==> src/rtl/tx_split_pkg.sv <==
// Field widths, state codes, bus layouts and the keep helper shared by the TX request splitter.
package tx_split_pkg;

  localparam int SESSION_W   = 16;
  localparam int LEN_W       = 32;
  localparam int CHUNK_LEN_W = 16;
  localparam int ERR_W       = 2;
  localparam int BEAT_BYTES  = 64;
  localparam int CNT_W       = 17;
  localparam int BEAT_CNT_W  = 11;
  localparam int RSVD_W      = 64 - ERR_W - LEN_W - SESSION_W;

  localparam logic [2:0] ST_IDLE   = 3'd0;
  localparam logic [2:0] ST_META   = 3'd1;
  localparam logic [2:0] ST_DATA   = 3'd2;
  localparam logic [2:0] ST_WAIT   = 3'd3;
  localparam logic [2:0] ST_STATUS = 3'd4;

  typedef struct packed {
    logic [LEN_W-1:0]     len;
    logic [SESSION_W-1:0] session;
  } req_t;

  typedef struct packed {
    logic [CHUNK_LEN_W-1:0] len;
    logic [SESSION_W-1:0]   session;
  } meta_t;

  typedef struct packed {
    logic [ERR_W-1:0]     err;
    logic [RSVD_W-1:0]    rsvd;
    logic [LEN_W-1:0]     len;
    logic [SESSION_W-1:0] session;
  } sts_t;

  // A residue of zero means the final beat is full.
  function automatic logic [BEAT_BYTES-1:0] keep_mask(input logic [5:0] len_mod);
    logic [BEAT_BYTES-1:0] m;
    for (int i = 0; i < BEAT_BYTES; i++) begin
      m[i] = (len_mod == 6'd0) || (i < int'(len_mod));
    end
    return m;
  endfunction

endpackage

==> src/rtl/tx_split_status_agg.sv <==
// Tracks issued vs acknowledged chunks of one request and ORs their error bits.
// Ready is combinational from the counters; counters update on the handshake edge.
module tx_split_status_agg
  import tx_split_pkg::*;
(
  input  logic             clk,
  input  logic             rstn,
  input  logic             clear,
  input  logic             issue,
  input  logic             active,
  input  logic             sts_valid,
  input  logic [ERR_W-1:0] sts_err,
  output logic             sts_ready,
  output logic             all_acked,
  output logic [ERR_W-1:0] err
);

  logic [CNT_W-1:0] issued;
  logic [CNT_W-1:0] acked;

  assign sts_ready = active && (acked < issued);
  assign all_acked = (acked == issued);

  always_ff @(posedge clk or negedge rstn) begin
    if (!rstn) begin
      issued <= '0;
      acked  <= '0;
      err    <= '0;
    end else if (clear) begin
      issued <= '0;
      acked  <= '0;
      err    <= '0;
    end else begin
      if (issue) begin
        issued <= issued + 1'b1;
      end
      if (sts_valid && sts_ready) begin
        acked <= acked + 1'b1;
        err   <= err | sts_err;
      end
    end
  end

endmodule

==> src/rtl/tx_data_split.sv <==
// Splits one host send request into CHUNK_LEN-sized engine requests and merges their statuses.
// Payload is a zero-latency pass-through during DATA; every channel honours valid/ready backpressure.
module tx_data_split
  import tx_split_pkg::*;
#(
  parameter int CHUNK_LEN = 4096,
  parameter int DATA_W    = 512
) (
  input  logic                clk,
  input  logic                rstn,
  input  logic                s_axis_tx_metadata_valid,
  output logic                s_axis_tx_metadata_ready,
  input  logic [47:0]         s_axis_tx_metadata_data,
  input  logic                s_axis_tx_data_valid,
  output logic                s_axis_tx_data_ready,
  input  logic [DATA_W-1:0]   s_axis_tx_data_data,
  input  logic [DATA_W/8-1:0] s_axis_tx_data_keep,
  input  logic                s_axis_tx_data_last,
  output logic                m_axis_tx_status_valid,
  input  logic                m_axis_tx_status_ready,
  output logic [63:0]         m_axis_tx_status_data,
  output logic                m_axis_tx_metadata_valid,
  input  logic                m_axis_tx_metadata_ready,
  output logic [31:0]         m_axis_tx_metadata_data,
  output logic                m_axis_tx_data_valid,
  input  logic                m_axis_tx_data_ready,
  output logic [DATA_W-1:0]   m_axis_tx_data_data,
  output logic [DATA_W/8-1:0] m_axis_tx_data_keep,
  output logic                m_axis_tx_data_last,
  input  logic                s_axis_tx_status_valid,
  output logic                s_axis_tx_status_ready,
  input  logic [63:0]         s_axis_tx_status_data
);

  logic [2:0]             state;
  logic [2:0]             state_nxt;
  logic [SESSION_W-1:0]   session;
  logic [LEN_W-1:0]       total_len;
  logic [LEN_W-1:0]       remaining;
  logic [LEN_W-1:0]       remaining_nxt;
  logic [CHUNK_LEN_W-1:0] chunk;
  logic [CHUNK_LEN_W:0]   chunk_ceil;
  logic [BEAT_CNT_W-1:0]  beats;
  logic [BEAT_CNT_W-1:0]  beat_cnt;
  logic                   meta_rdy;
  logic                   req_hs;
  logic                   meta_hs;
  logic                   data_hs;
  logic                   sts_out_hs;
  logic                   last_beat;
  logic                   all_acked;
  logic [ERR_W-1:0]       err;
  req_t                   req;
  meta_t                  meta;
  sts_t                   sts;
  logic                   unused_inputs;

  assign unused_inputs = ^{s_axis_tx_data_keep, s_axis_tx_data_last, s_axis_tx_status_data[61:0]};

  assign req           = req_t'(s_axis_tx_metadata_data);
  assign chunk         = (remaining < LEN_W'(CHUNK_LEN)) ? remaining[CHUNK_LEN_W-1:0]
                                                         : CHUNK_LEN_W'(CHUNK_LEN);
  assign chunk_ceil    = {1'b0, chunk} + (CHUNK_LEN_W+1)'(BEAT_BYTES - 1);
  assign beats         = chunk_ceil[CHUNK_LEN_W:6];
  assign remaining_nxt = remaining - LEN_W'(chunk);
  assign last_beat     = (beat_cnt == beats - 1'b1);

  // meta_rdy is registered so the request port stays closed while reset is asserted.
  assign s_axis_tx_metadata_ready = meta_rdy;
  assign req_hs = s_axis_tx_metadata_valid && meta_rdy;

  assign meta.len                 = chunk;
  assign meta.session             = session;
  assign m_axis_tx_metadata_valid = (state == ST_META);
  assign m_axis_tx_metadata_data  = meta;
  assign meta_hs = m_axis_tx_metadata_valid && m_axis_tx_metadata_ready;

  assign m_axis_tx_data_valid = (state == ST_DATA) && s_axis_tx_data_valid;
  assign s_axis_tx_data_ready = (state == ST_DATA) && m_axis_tx_data_ready;
  assign m_axis_tx_data_data  = s_axis_tx_data_data;
  assign m_axis_tx_data_last  = (state == ST_DATA) && last_beat;
  assign m_axis_tx_data_keep  = last_beat ? keep_mask(chunk[5:0]) : '1;
  assign data_hs = m_axis_tx_data_valid && m_axis_tx_data_ready;

  assign sts.err                = err;
  assign sts.rsvd               = '0;
  assign sts.len                = total_len;
  assign sts.session            = session;
  assign m_axis_tx_status_valid = (state == ST_STATUS);
  assign m_axis_tx_status_data  = sts;
  assign sts_out_hs = m_axis_tx_status_valid && m_axis_tx_status_ready;

  tx_split_status_agg u_status_agg (
    .clk       (clk),
    .rstn      (rstn),
    .clear     (req_hs),
    .issue     (meta_hs),
    .active    (state != ST_IDLE),
    .sts_valid (s_axis_tx_status_valid),
    .sts_err   (s_axis_tx_status_data[63:62]),
    .sts_ready (s_axis_tx_status_ready),
    .all_acked (all_acked),
    .err       (err)
  );

  always_comb begin
    state_nxt = state;
    case (state)
      ST_IDLE:   if (req_hs) state_nxt = (req.len == '0) ? ST_STATUS : ST_META;
      ST_META:   if (meta_hs) state_nxt = ST_DATA;
      ST_DATA:   if (data_hs && last_beat) state_nxt = (remaining_nxt != '0) ? ST_META : ST_WAIT;
      ST_WAIT:   if (all_acked) state_nxt = ST_STATUS;
      ST_STATUS: if (sts_out_hs) state_nxt = ST_IDLE;
      default:   state_nxt = ST_IDLE;
    endcase
  end

  always_ff @(posedge clk or negedge rstn) begin
    if (!rstn) begin
      state     <= ST_IDLE;
      meta_rdy  <= 1'b0;
      session   <= '0;
      total_len <= '0;
      remaining <= '0;
      beat_cnt  <= '0;
    end else begin
      state    <= state_nxt;
      meta_rdy <= (state_nxt == ST_IDLE);
      if (req_hs) begin
        session   <= req.session;
        total_len <= req.len;
        remaining <= req.len;
      end
      if (meta_hs) begin
        beat_cnt <= '0;
      end
      if (data_hs) begin
        if (last_beat) begin
          beat_cnt  <= '0;
          remaining <= remaining_nxt;
        end else begin
          beat_cnt <= beat_cnt + 1'b1;
        end
      end
    end
  end

endmodule

==> config.mk <==
export PLATFORM = sky130hd
export DESIGN_NAME = tx_data_split
export DESIGN_NICKNAME = d
export VERILOG_FILES = /design/src/rtl/tx_split_pkg.sv /design/src/rtl/tx_split_status_agg.sv /design/src/rtl/tx_data_split.sv
export SDC_FILE = /design/constraint.sdc
export NUM_CORES = 1
export LEC_CHECK = 0
export ABC_AREA = 1
export BUFFER_PORTS_ARGS = -buffer_cell sky130_fd_sc_hd__buf_2
export CAP_MARGIN = 10
export CORE_AREA = 2 2 531 533
export DETAILED_ROUTE_END_ITERATION = 6
export DIE_AREA = 0 0 533 535
export PLACE_DENSITY = 0.3
export SKIP_CTS_REPAIR_TIMING = 1
export SLEW_MARGIN = 20
export SYNTH_ARGS = -nofsm -noshare
export SYNTH_HDL_FRONTEND = slang
export SYNTH_HIERARCHICAL = 1
export SYNTH_SLANG_ARGS = --single-unit
==> constraint.sdc <==
create_clock -name clk -period 10.1 [get_ports clk]
set_input_delay 1.515 -clock clk [delete_from_list [all_inputs] [get_ports clk]]
set_output_delay 1.515 -clock clk [all_outputs]
set_load 0.03 [all_outputs]
* After elaboration in Yosys (flattened, before gate mapping)
Cells that the tools add are included.
** Cells by class
- Add/subtract/negate cells :: 6
- Order comparisons :: 65
- Equal/unequal tests :: 6
- Muxes and demuxes :: 22
- Bitwise gates (word level) :: 1
- Reductions and logical operators :: 82
** Operator list (number)
- $lt A6 B6 Y1 const A :: 31
- $lt A5 B6 Y1 const A :: 16
- $mux W32 :: 3
- $mux W17 :: 4
- $mux W64 :: 1
- $logic_or A1 B1 Y1 :: 63
- $lt A4 B6 Y1 const A :: 8
- $add A17 B1 Y17 const B :: 2
- $mux W11 :: 3
- $logic_not A32 Y1 :: 1
- $lt A32 B13 Y1 const B :: 1
- $reduce_bool A32 Y1 :: 1
- $sub A32 B16 Y32 :: 1
- $lt A3 B6 Y1 const A :: 4
- $mux W3 :: 6
- $add A16 B6 Y17 const B :: 1
- $eq A17 B17 Y1 :: 1
- $lt A17 B17 Y1 :: 1
- $mux W16 :: 1
- $pmux W3 S5 :: 1
- $lt A1 B6 Y1 const A :: 2
- $lt A2 B6 Y1 const A :: 2
- $add A11 B1 Y11 const B :: 1
- $eq A11 B11 Y1 :: 1
- 11 further kinds :: 26
** Word-level totals
- Register bits :: 131
- Input port bits :: 697
- Output and inout bits :: 679
- Logic and storage cells :: 191

* Depth between registers and ports, before layout
Gate-level depths: netlist of run 1.
- Depth after elaboration :: 9
- Depth in mapped cells :: 28
- Gate-level depth less buffers :: 26

* Hierarchy
The synthesis of run 1 kept the hierarchy.
** Modules (own cells, without submodules)
- tx_data_split :: times used 1, cells an instance 1549, area each 10628.9 µm², sequential area each 2377.3 µm²
- tx_split_status_agg :: times used 1, cells an instance 389, area each 2651.3 µm², sequential area each 900.9 µm²

* Worst setup path after synthesis of run 1
No wires, ideal clock.
- Path type :: reg-to-output
- Start point :: register remaining[23]
- End point :: output m_axis_tx_data_keep[54]
- Arrival :: 3823 ps
- Data required time :: 8585 ps
- Slack :: 4762 ps
- Cell stages (with the launch flop) :: 22
- Path buffers :: 0
- Cells stage by stage :: dfrtp_1 -> nor2_1 -> nand2_1 -> nor2_4 -> nand3_2 -> nor2_1 -> nand3_1 -> nor2_1 -> nand3_1 -> nand2_1 -> nand2_2 -> nor2_2 -> nand2_1 -> nand2_1 -> nand2_1 -> nand2_1 -> nor2_4 -> nand3_4 -> inv_2 -> o21ai_1 -> nand2_1 -> a21oi_1
** Between the ends
- Cells in the longest elaborated chain, start to end :: 6
- Elaborated cells on any way between the ends :: 9
- Classes of those cells :: 2 x add/sub; 2 x order compare; 1 x eq/ne; 2 x mux; 2 x reduce/logical
** Ends and longest elaborated chain
- start, declared :: line tx_data_split.sv:39 : logic [LEN_W-1:0] remaining;
- start signal, assigned :: line tx_data_split.sv:132 : remaining <= req.len;
- start signal, assigned :: line tx_data_split.sv:140 : remaining <= remaining_nxt;
- $lt A32 B13 Y1 :: line tx_data_split.sv:61 : assign chunk = (remaining < LEN_W'(CHUNK_LEN)) ? remaining[CHUNK_LEN_W-1:0]
- $mux W16 :: line tx_data_split.sv:61
- net m_axis_tx_metadata_data[26] :: line tx_data_split.sv:24 : output logic [31:0] m_axis_tx_metadata_data,
- $add A16 B6 Y17 :: line tx_data_split.sv:63 : assign chunk_ceil = {1'b0, chunk} + (CHUNK_LEN_W+1)'(BEAT_BYTES - 1);
- $sub A11 B1 Y11 :: line tx_data_split.sv:66 : assign last_beat = (beat_cnt == beats - 1'b1);
- $eq A11 B11 Y1 :: line tx_data_split.sv:66
- $mux W64 :: line tx_data_split.sv:82 : assign m_axis_tx_data_keep = last_beat ? keep_mask(chunk[5:0]) : '1;
- end, declared :: line tx_data_split.sv:28 : output logic [DATA_W/8-1:0] m_axis_tx_data_keep,
The timed path passes the listed nets, and every way through them passes these cells.

* Worst setup path in the final report of run 1
- Start point :: register remaining[23]
- End point :: output m_axis_tx_data_keep[40]
** Between the ends
- Cells in the longest elaborated chain, start to end :: 6
- Elaborated cells on any way between the ends :: 9
- Classes of those cells :: 2 x add/sub; 2 x order compare; 1 x eq/ne; 2 x mux; 2 x reduce/logical
** Ends and longest elaborated chain (line)
- $lt A32 B13 Y1 (*) :: tx_data_split.sv:61
- $mux W16 (*) :: tx_data_split.sv:61
- $add A16 B6 Y17 :: tx_data_split.sv:63
- $sub A11 B1 Y11 :: tx_data_split.sv:66
- $eq A11 B11 Y1 :: tx_data_split.sv:66
- $mux W64 (*) :: tx_data_split.sv:82
Mark *: on every way between the ends. The rest lies on a longest branch, timed or not.

==> impl_metrics.yaml, run 1 <==
die:
  core_mm2: 0.279
  die_area_mm2: 0.285
  rows: 194
  fp.dieH_um: 535
  die-width_um: 533
  initial_core_util_pct: 4.76
  ios: 1376
sta:
  setup_ws_ns: 3.31
  relSlewSlack_pct: 29.1
  min_period_over_period_pct: 67.3
  hold_viol: 0
  fmaxAchievable_mhz: 147
  rsz0062_at_grt: "no"
  finalSetupViolCount: 0
  tns_ns: 0
  period_needed_ns: 6.79
  fin_skew_ns: 0.0188
  report.final.slew_viol_count: 0
  worst_slew_pin_slew_ns: 1.06
cells_and_area:
  area_growth_pct: 16.5
  multi_input_comb_area_mm2: 0.00499
  drive_gt1_share_pct: 19.4
  final_common_cell: "nand2_1"
  ff_latch_area_mm2: 0.00328
  final_cell_mix: "454 x nand2_1, 205 x buf_2, 187 x inv_1"
  final_nets: 2328
  n_fill_cell: 33100
route:
  drt-wirelength-per-cell_um: 25.3
  drtIter0Drc: 657
  routed_wl_um: 136000
  first_pass_iters: 5
  ant_nets: 0
  drt_drc_violations_left: 0
  vias: 10900
  via_per_inst: 2.04
cts:
  clk_pin_slew_ns: 0.08
  numClockSinks: 131
  clock_latency_ns: 0.50
  clock_path_buffers: 2
  cts_root_buf: "clkbuf_16"
  cts_tree: "built"
  htree_levels: 4
  cts_inserted_buffers: 17
yosys:
  synth_area_mm2: 0.0133
  synth.avg_cell_area_um2: 6.85
  synth_enable_flop_cells: 0
  ys_ff_latch: 131
  ys_warn_count: 6
  synthFlopType: "dfrtp_1"
  synthDistinctLibCells: 49
  synthSimpleGateAreaFrac_pct: 27.4
  synthXorXnorAreaFrac_pct: 2.04
  synth_top_family_by_area: "buffers and inverters"
  synth_fa_ha_area_share_pct: 2.07
  yosys-mux-area-fraction_pct: 0
  synth-compound-area-share_pct: 5.48
  synthCells: 1938
  ys_seq_area_share_pct: 24.7
  async_flop_share_pct: 100
setup_path:
  critical_path_class: "reg -> out"
  crit_path_end_kind: "output pin"
  crit_arrival_ns: 5.28
  crit_path_frequent_cell: "nand2_1"
  reg2reg_slack_ns: 5.25
  required_ns: 8.59
  cp_top_family: "simple AND/OR/NAND/NOR gates"
  slowest_stage: "dfrtp_1"
  max_stage_delay_ns: 0.41
  start_kind: "register"
  crit_fanout: 12
  cp_num_buf_inv: 5
placed_design:
  gp_congestion: 0.752
  place_hpwl_um: 124000
  post-place-ws_ns: 3.56
  numPortBuffers: 206
run_status:
  status: "finished, final reports clean"
global_routing:
  antenna_found_initial: 34
  grt-ovfl-total: 0
  grt_pass1_vias: 10900
  grt_max_degree: 61
  track_usage_pct: 9.20
  grt_pass1_wl_um: 160000
power:
  p_int_mw: 1.49
  power.leakage_nw: 5.91
  p_sw_share_pct: 51.2
  power_frac_comb_pct: 46.7
  power.density_mw_per_mm2: 198
  switching_power_mw: 1.57
  p_clk_share_pct: 22.7
  ir_drop_v: 0.000144
  power_frac_seq_pct: 30.5
job:
  drv_cap: 0
worst_hold_path:
  hold_class: "reg -> reg"
==> per-stage QoR <==
step | utilization [%] | hold WS [ns] | area, um^2 | instances | total power [mW]
floorplan | - | 0.475 | 13300 | 1955 | 2.25
global placement | 5.32 | 0.464 | 14800 | 5314 | 2.44
detailed placement | 5.32 | 0.464 | 14800 | 5314 | 2.44
CTS | 5.53 | 0.484 | 15400 | 5344 | 3.18
global route | 5.53 | 0.511 | 15400 | 5345 | 3.34
finish | 5.55 | 0.479 | 15500 | 5361 | 3.06
==> layout make-up <==
cell class,count,share of cell area (%)
inverters,204,4.97
well taps,3724,30.1
clock inverters,11,0.995
repair buffers,218,7.28
diodes,17,0.275
multi-input cells,1037,32.3
flip-flops and latches,131,21.2
clock buffers,19,2.93
==> sequential cells by signal, summed over array words and instances, names as in the netlist <==
name	flops
session	16
s_axis_tx_metadata_ready	1
remaining	32
state	3
u_status_agg/acked	17
beat_cnt	11
total_len	32
u_status_agg/issued	17
u_status_agg/err	2
==> cell usage after synthesis (2+ instances only) <==
library cell	count	area (um^2)
nand3b_1	3	22.5
clkbuf_4	2	15.0
xor2_1	25	219
nor3b_1	3	22.5
inv_1	187	702
nor3_1	40	200
nand3_1	110	551
buf_2	7	35.0
nand2_2	9	56.3
nor2_1	150	563
dfrtp_1	131	3280
nand4_1	22	138
buf_1	5	18.8
ha_1	22	275
clkbuf_1	12	45.0
xnor2_1	6	52.6
nand3_2	6	60.1
buf_6	5	56.3
o22ai_1	5	31.3
a21oi_1	25	125
a21oi_2	3	26.3
inv_2	16	60.1
nor2_2	13	81.3
o21ai_1	32	160
conb_1	2	7.51
o211ai_1	2	15.0
o21ai_0	42	210
nand2_4	2	22.5
buf_4	551	4140
nor3_2	2	20.0
nor4_1	9	56.3
o21a_1	8	60.1
a31oi_1	3	18.8
nand2_1	455	1710
nor2_4	9	101
==> path summary, 6_finish.rpt <==
| path | endpoint | start | cells after the start |
|---|---|---|---|
| max in group asynchronous | u_status_agg/acked[12] | rstn | 3 |
| min reg2reg | total_len[1] | total_len[1] | 2 |
| min | total_len[1] | total_len[1] | 2 |
| max | m_axis_tx_data_keep[40] | remaining[23] | 25 |
| max reg2reg | remaining[19] | remaining[23] | 25 |
| min in group asynchronous | session[6] | rstn | 1 |
==> worst register-to-register path, cell delays in order (launching register included) <==
cell     delay [ns]
dfrtp_1        0.41
nor2_1         0.20
nand2_1        0.12
nor2_4         0.19
inv_2          0.07
nor2_4         0.37
o21ai_1        0.13
buf_4          0.23
nand3_2        0.25
nand2_1        0.09
nand2_1        0.14
inv_1          0.08
ha_1           0.21
inv_1          0.11
nand3_1        0.12
nand2_1        0.09
nand2_1        0.05
a21oi_1        0.18
nand3_2        0.13
nor2_4         0.18
nand2_4        0.14
nor2_4         0.11
buf_4          0.41
inv_2          0.43
o21ai_1        0.25
inv_1          0.05
==> cell families (layout without fill, tap and decap cells) <==
| logic type | Yosys count | count (layout) |
|---|---|---|
| AOI/OAI and AO/OA | 129 | 129 |
| xor gates and xnor gates | 31 | 31 |
| adders and majority gates | 22 | 22 |
| other | 2 | 36 |
| buffers and inverters | 787 | 452 |
| DFF | 131 | 131 |
| and+or+nand+nor | 836 | 836 |
==> power by group through the flow <==
stage	Combinational, mW	Sequential [mW]	Clock [mW]
CTS	1.50	0.942	0.744
floorplan	1.20	1.05	0
finish	1.43	0.934	0.696
global route	1.61	0.969	0.755
global placement	1.49	0.948	0
detailed placement	1.49	0.949	0
==> metal layers <==
| layer | track usage (%) | vias to the layer above | share of wire (%) |
|---|---|---|---|
| met5 | 0.0999 | - | 0.19 |
| met4 | 3.34 | 38 | 3.8 |
| met3 | 13.2 | 274 | 31 |
| met2 | 14.7 | 1010 | 45 |
| met1 | 5.24 | 4791 | 20 |
| li1 | - | 4830 | - |
Power figures use the tool's default switching activity.
==> run 2: changes to the inputs <==
Settings changed: ABC_AREA 1 to 0, CORE_AREA 2 2 531 533 to 2 2 534 536, DIE_AREA 0 0 533 535 to 0 0 536 538.
Clock period 10.1 ns to 7 ns, I/O delays scaled along.
==> run 2 against run 1 <==
Routed wire length fell by 17%. Power grew 47%. Count of clock-buffer cells in the layout grew 11. Via count fell by 9.7%. Clock skew is 0.0088 ns higher. Sequential power up 40%. Cell area fell by 3.0%. Sequential cell count stayed put. Core utilization fell by 0.25 points. Critical endpoint is now m_axis_tx_data_keep[8]. Highest routed layer unchanged.
==> impl_metrics.yaml, run 2 <==
cells_and_area:
  n_fill_cell: 33600
  ff_latch_area_mm2: 0.00328
  final_nets: 2036
  area_growth_pct: 18.4
  fin_area_mm2: 0.0150
  utilization_pct: 5.30
  reg_top3: "remaining x32, total_len x32"
  drive_gt1_share_pct: 22.0
  final_common_cell: "nand2_1"
  final_cell_mix: "268 x nand2_1, 204 x buf_2, 131 x dfrtp_1"
  multi_input_comb_area_mm2: 0.00495
sta:
  finalSetupViolCount: 0
  hold_viol: 0
  report.final.slew_viol_count: 0
  rsz0062_at_grt: "no"
  period_needed_ns: 6.49
  relSlewSlack_pct: 30.2
  fmaxAchievable_mhz: 154
  tns_ns: 0
  fin_skew_ns: 0.0276
  worst_slew_pin_slew_ns: 1.04
  min_period_over_period_pct: 92.7
  whs_ns: 0.471
global_routing:
  grt_max_degree: 65
  grt_pass1_vias: 9987
  grt-ovfl-total: 0
  grt_pass1_wl_um: 133000
  track_usage_pct: 7.45
  antenna_found_initial: 29
setup_path:
  critical_path_class: "reg -> out"
  cp_cell_sequence: "or4_1 > nor4_2 > and2_1 > inv_2 > or2_2 > ha_1 > nor4_1 > a41oi_1 > o311a_1 > and3_4 > a211oi_4 > nand3_4 > a211oi_2 > buf_4 > o21ai_0 > buf_4 > buf_2"
  slowest_stage: "or4_1"
  required_ns: 5.95
  start_kind: "register"
  max_stage_delay_ns: 0.61
  cp_num_buf_inv: 4
  cp_top_family: "simple AND/OR/NAND/NOR gates"
  crit_path_end_kind: "output pin"
  crit_arrival_ns: 5.44
  crit_fanout: 13
  crit_path_frequent_cell: "buf_4"
route:
  drt_drc_violations_left: 0
  first_pass_iters: 5
  via_per_inst: 1.94
  ant_nets: 0
  drt-wirelength-per-cell_um: 22.1
  vias: 9878
  drtIter0Drc: 393
  routed_wl_um: 113000
cts:
  cts_root_buf: "clkbuf_16"
  cts_inserted_buffers: 25
  numClockSinks: 131
  clock_path_buffers: 3
  clk_pin_slew_ns: 0.07
  clock_latency_ns: 0.52
  htree_levels: 4
  cts_tree: "built"
placed_design:
  place_hpwl_um: 100000
  postPlaceCellArea_mm2: 0.0143
  gp_congestion: 0.743
  numPortBuffers: 206
yosys:
  synth_area_mm2: 0.0127
  synthCells: 1658
  synth_most_common_cell: "buf_4"
  ys_warn_count: 6
  netlist.area_leader.share_pct: 32.6
  async_flop_share_pct: 100
  synth_common_cells: "551 x buf_4, 269 x nand2_1, 131 x dfrtp_1"
  synth_enable_flop_cells: 0
  synth.largest_area_cell: "buf_4"
  ys_ff_latch: 131
  synthTopCellsByArea: "buf_4 33%, dfrtp_1 26%, nand2_1 8.0%"
  synthDistinctLibCells: 74
  ys_seq_area_share_pct: 25.8
  synthFlopType: "dfrtp_1"
  synth.avg_cell_area_um2: 7.65
die:
  rows: 196
  initial_core_util_pct: 4.48
  die-width_um: 536
  die_area_mm2: 0.288
  ios: 1376
  core_mm2: 0.283
  fp.dieH_um: 538
job:
  drv_cap: 0
run_status:
  status: "finished, final reports clean"
worst_hold_path:
  hold_class: "reg -> reg"
power:
  power.density_mw_per_mm2: 300
  power.leakage_nw: 4.96
  ir_drop_v: 0.000142
-- run 2: cell count changes after synthesis, sizes merged, moves of 15 or more --
cell    delta
nor2      -94
and3      +16
xnor2     +21
inv      -164
nand2    -197
xor2      -24
clkbuf    +33
nor3      -15
a21oi     +35
nand3     -75
or3       +25
-- run 2: through the flow --
step                      total power [mW]  worst slack, ns  std cells
after floorplan                       3.15             1.55       1675
after global routing                  4.87           0.0706       5084
after detailed placement              3.55            0.869       5052
after CTS                             4.70            0.287       5083
final                                 4.51            0.512       5090
after global placement                3.56            0.829       5052
-- run 2: power breakdown --
part,internal [mW],switching [mW]
sequential,1.01,0.308
combinational,0.592,1.53
clock,0.648,0.428
-- run 2: cell type report --
cell class / instances / share of cell area [%]
Multi-Input combinational cell: 886 / 33.0
Timing Repair Buffer: 232 / 8.33
Antenna cell: 7 / 0.117
Sequential cell: 131 / 21.8
Clock buffer: 30 / 4.36
Tap cell: 3762 / 31.3
Clock inverter: 1 / 0.0333
Inverter: 41 / 1.03
-- run 2: worst paths after layout --
path | from | end | slack [ns] | cells past startpoint
worst min-delay path | total_len[28] | total_len[28] | 0.47 | 2
worst max register to register | remaining[24] | s_axis_tx_metadata_ready | 2.17 | 15
max in group asynchronous | rstn | beat_cnt[7] | 5.31 | 2
min in group asynchronous | rstn | total_len[27] | 0.51 | 1
worst min register to register | total_len[28] | total_len[28] | 0.47 | 2
worst max-delay path | remaining[24] | m_axis_tx_data_keep[8] | 0.51 | 17
-- run 2: worst min-delay path: cells and delay by family, from the launching register on --
family           cells  cell delay, ns
and+or+nand+nor      2            0.10
DFF                  1            0.34
-- run 2: metal layers --
metal	part of all wire [%]	vias to the layer above	global-route usage, %	routed length, um
li1	-	4256	-	-
met1	23	4439	4.83	25400
met2	45	803	11.9	50300
met3	26	356	8.72	29500
met4	6.2	24	4.36	6970
met5	0.34	-	0.641	383
-- run 2: logic make-up (layout without fill, tap and decap cells) --
logic type | after synthesis | after routing | synth area share, %
buffers and inverters | 658 | 304 | 35.9
XOR/XNOR | 28 | 28 | 1.93
AND/OR/NAND/NOR | 566 | 566 | 21.2
adder cells (fa/ha/maj) | 22 | 22 | 2.17
flip-flops | 131 | 131 | 25.8
multiplexers | 12 | 12 | 1.02
other | 2 | 26 | 0.0592
AO/OA/AOI/OAI | 239 | 239 | 11.9
==> run 3: changes to the inputs <==
Settings changed: CORE_AREA 2 2 534 536 to 8 8 525 527, DIE_AREA 0 0 536 538 to 0 0 533 535.
==> run 3 against run 2 <==
Global-route usage shrank 0.27 points. Clock power grew 6%. Setup slack gained 0.040 ns. Sequential cell count is the same. Sequential power is essentially flat. Clock skew shrank 0.0085 ns. Power grew 0.26%. Fmax grew 0.62%. Worst hold slack lost 0.0015 ns. Routed wire length shrank 4.4%. Die area shrank 1.1%.
==> impl_metrics.yaml, run 3 (synthesized netlist as in run 2, its figures left out) <==
cells_and_area:
  area_growth_pct: 16.5
  final_cell_mix: "268 x nand2_1, 204 x buf_2, 131 x dfrtp_1"
  final_nets: 2029
  multi_input_comb_area_mm2: 0.00495
  ff_latch_area_mm2: 0.00328
  reg_top3: "remaining x32, total_len x32"
  drive_gt1_share_pct: 21.8
  fin_area_mm2: 0.0148
  n_fill_cell: 31600
  final_common_cell: "nand2_1"
  utilization_pct: 5.54
setup_path:
  start_kind: "register"
  crit_path_frequent_cell: "or2_2"
  reg2reg_slack_ns: 2.12
  rr_startpoint: "remaining[4]"
  crit_path_end_kind: "output pin"
  max_stage_delay_ns: 0.68
  reg2reg_depth: 13
  slowest_stage: "nor4_2"
  regToRegEndpoint: "remaining[11]"
  crit_fanout: 53
  cp_cell_sequence: "nor4_2 > a21boi_0 > or2_2 > or2_2 > ha_1 > and3_1 > a221oi_1 > a21oi_1 > a211oi_4 > nand3_4 > nor3_4 > buf_6 > nand2_1 > buf_2"
  critical_path_class: "reg -> out"
  crit_arrival_ns: 5.40
  required_ns: 5.95
cts:
  htree_levels: 4
  clk_pin_slew_ns: 0.07
  clock_path_buffers: 3
  clock_latency_ns: 0.52
  numClockSinks: 131
  cts_tree: "built"
  cts_inserted_buffers: 25
  cts_root_buf: "clkbuf_16"
sta:
  period_needed_ns: 6.45
  report.final.slew_viol_count: 0
  setup_ws_ns: 0.552
  tns_ns: 0
  worst_slew_pin_slew_ns: 1.08
  min_period_over_period_pct: 92.1
  rsz0062_at_grt: "no"
  fmaxAchievable_mhz: 155
  hold_viol: 0
  finalSetupViolCount: 0
  relSlewSlack_pct: 27.7
  fin_skew_ns: 0.0191
  whs_ns: 0.469
placed_design:
  postPlaceCellArea_mm2: 0.0140
  gp_congestion: 0.742
  place_hpwl_um: 94500
  numPortBuffers: 206
  post-place-ws_ns: 0.745
power:
  switching_power_mw: 2.23
  ir_drop_v: 0.000141
  p_clk_share_pct: 25.3
  power_frac_comb_pct: 46.0
  power.leakage_nw: 4.95
  p_sw_share_pct: 49.3
  power.density_mw_per_mm2: 306
  p_int_mw: 2.29
  power_frac_seq_pct: 28.7
route:
  drtIter0Drc: 609
  wl_met3_um: 26800
  vias: 9838
  drt-wirelength-per-cell_um: 22.0
  routed_wl_um: 108000
  drt_drc_violations_left: 0
  wl_met1_um: 23600
  via_per_inst: 2.01
  ant_nets: 0
  wl_met2_um: 47700
  first_pass_iters: 4
  top_layer: "met5"
die:
  fp.dieH_um: 535
  rows: 190
  die_area_mm2: 0.285
  core_mm2: 0.267
  ios: 1376
  initial_core_util_pct: 4.75
  die-width_um: 533
global_routing:
  antenna_found_initial: 34
  grt-ovfl-total: 0
  grt_pass1_vias: 10200
  grt_max_degree: 79
  grt_pass1_wl_um: 130000
  track_usage_pct: 7.17
worst_hold_path:
  worstHoldPathCells: 2
  min-delay-start: "total_len[7]"
  hold_class: "reg -> reg"
  min_to: "total_len[7]"
job:
  drv_cap: 0
run_status:
  status: "finished, final reports clean"
[run 3: worst max path at each step]
stage / startpoint / endpoint / slack [ns]
floorplan: remaining[24] / m_axis_tx_data_keep[13] / 1.55
global placement: remaining[24] / m_axis_tx_data_keep[31] / 0.74
detailed placement: remaining[24] / m_axis_tx_data_keep[31] / 0.75
global route: remaining[24] / m_axis_tx_data_keep[31] / 0.1
CTS: remaining[4] / m_axis_tx_data_keep[31] / 0.14
finish: remaining[4] / m_axis_tx_data_keep[31] / 0.55
[run 3: stage by stage]
step,instances,power [mW]
final,4884,4.52
after global routing,4869,4.88
after CTS,4867,4.72
after detailed placement,4835,3.50
after global placement,4835,3.51
after floorplan,1675,3.15
[run 3: per-layer routing]
layer | track usage [%] | vias to the layer above
met4 | 5.53 | 24
met3 | 8.07 | 404
met5 | 0.489 | -
li1 | - | 4271
met2 | 11.3 | 776
met1 | 4.50 | 4363
[run 3: final cells by class]
| type | count | share of cell area [%] |
|---|---|---|
| Timing Repair Buffer | 225 | 8.11 |
| Clock buffer | 29 | 4.54 |
| Multi-Input combinational cell | 886 | 33.5 |
| Inverter | 41 | 1.05 |
| Clock inverter | 3 | 0.271 |
| Sequential cell | 131 | 22.2 |
| Antenna cell | 17 | 0.288 |
| Tap cell | 3552 | 30.1 |
[run 3: power by group through the flow]
| stage | registers (mW) | clock network [mW] | logic, mW |
|---|---|---|---|
| after floorplan | 1.46 | 0 | 1.69 |
| after global placement | 1.31 | 0 | 2.20 |
| after detailed placement | 1.32 | 0 | 2.19 |
| after CTS | 1.30 | 1.22 | 2.20 |
| after global routing | 1.34 | 1.23 | 2.30 |
| final | 1.30 | 1.14 | 2.08 |
[run 3: critical path: cells and delay by family, from the launching register on]
kind,cells,cell delay (ns)
compound gates,4,1.24
buf+inv,2,0.62
simple gates,7,2.23
fa+ha+maj,1,0.35
flops,1,0.41
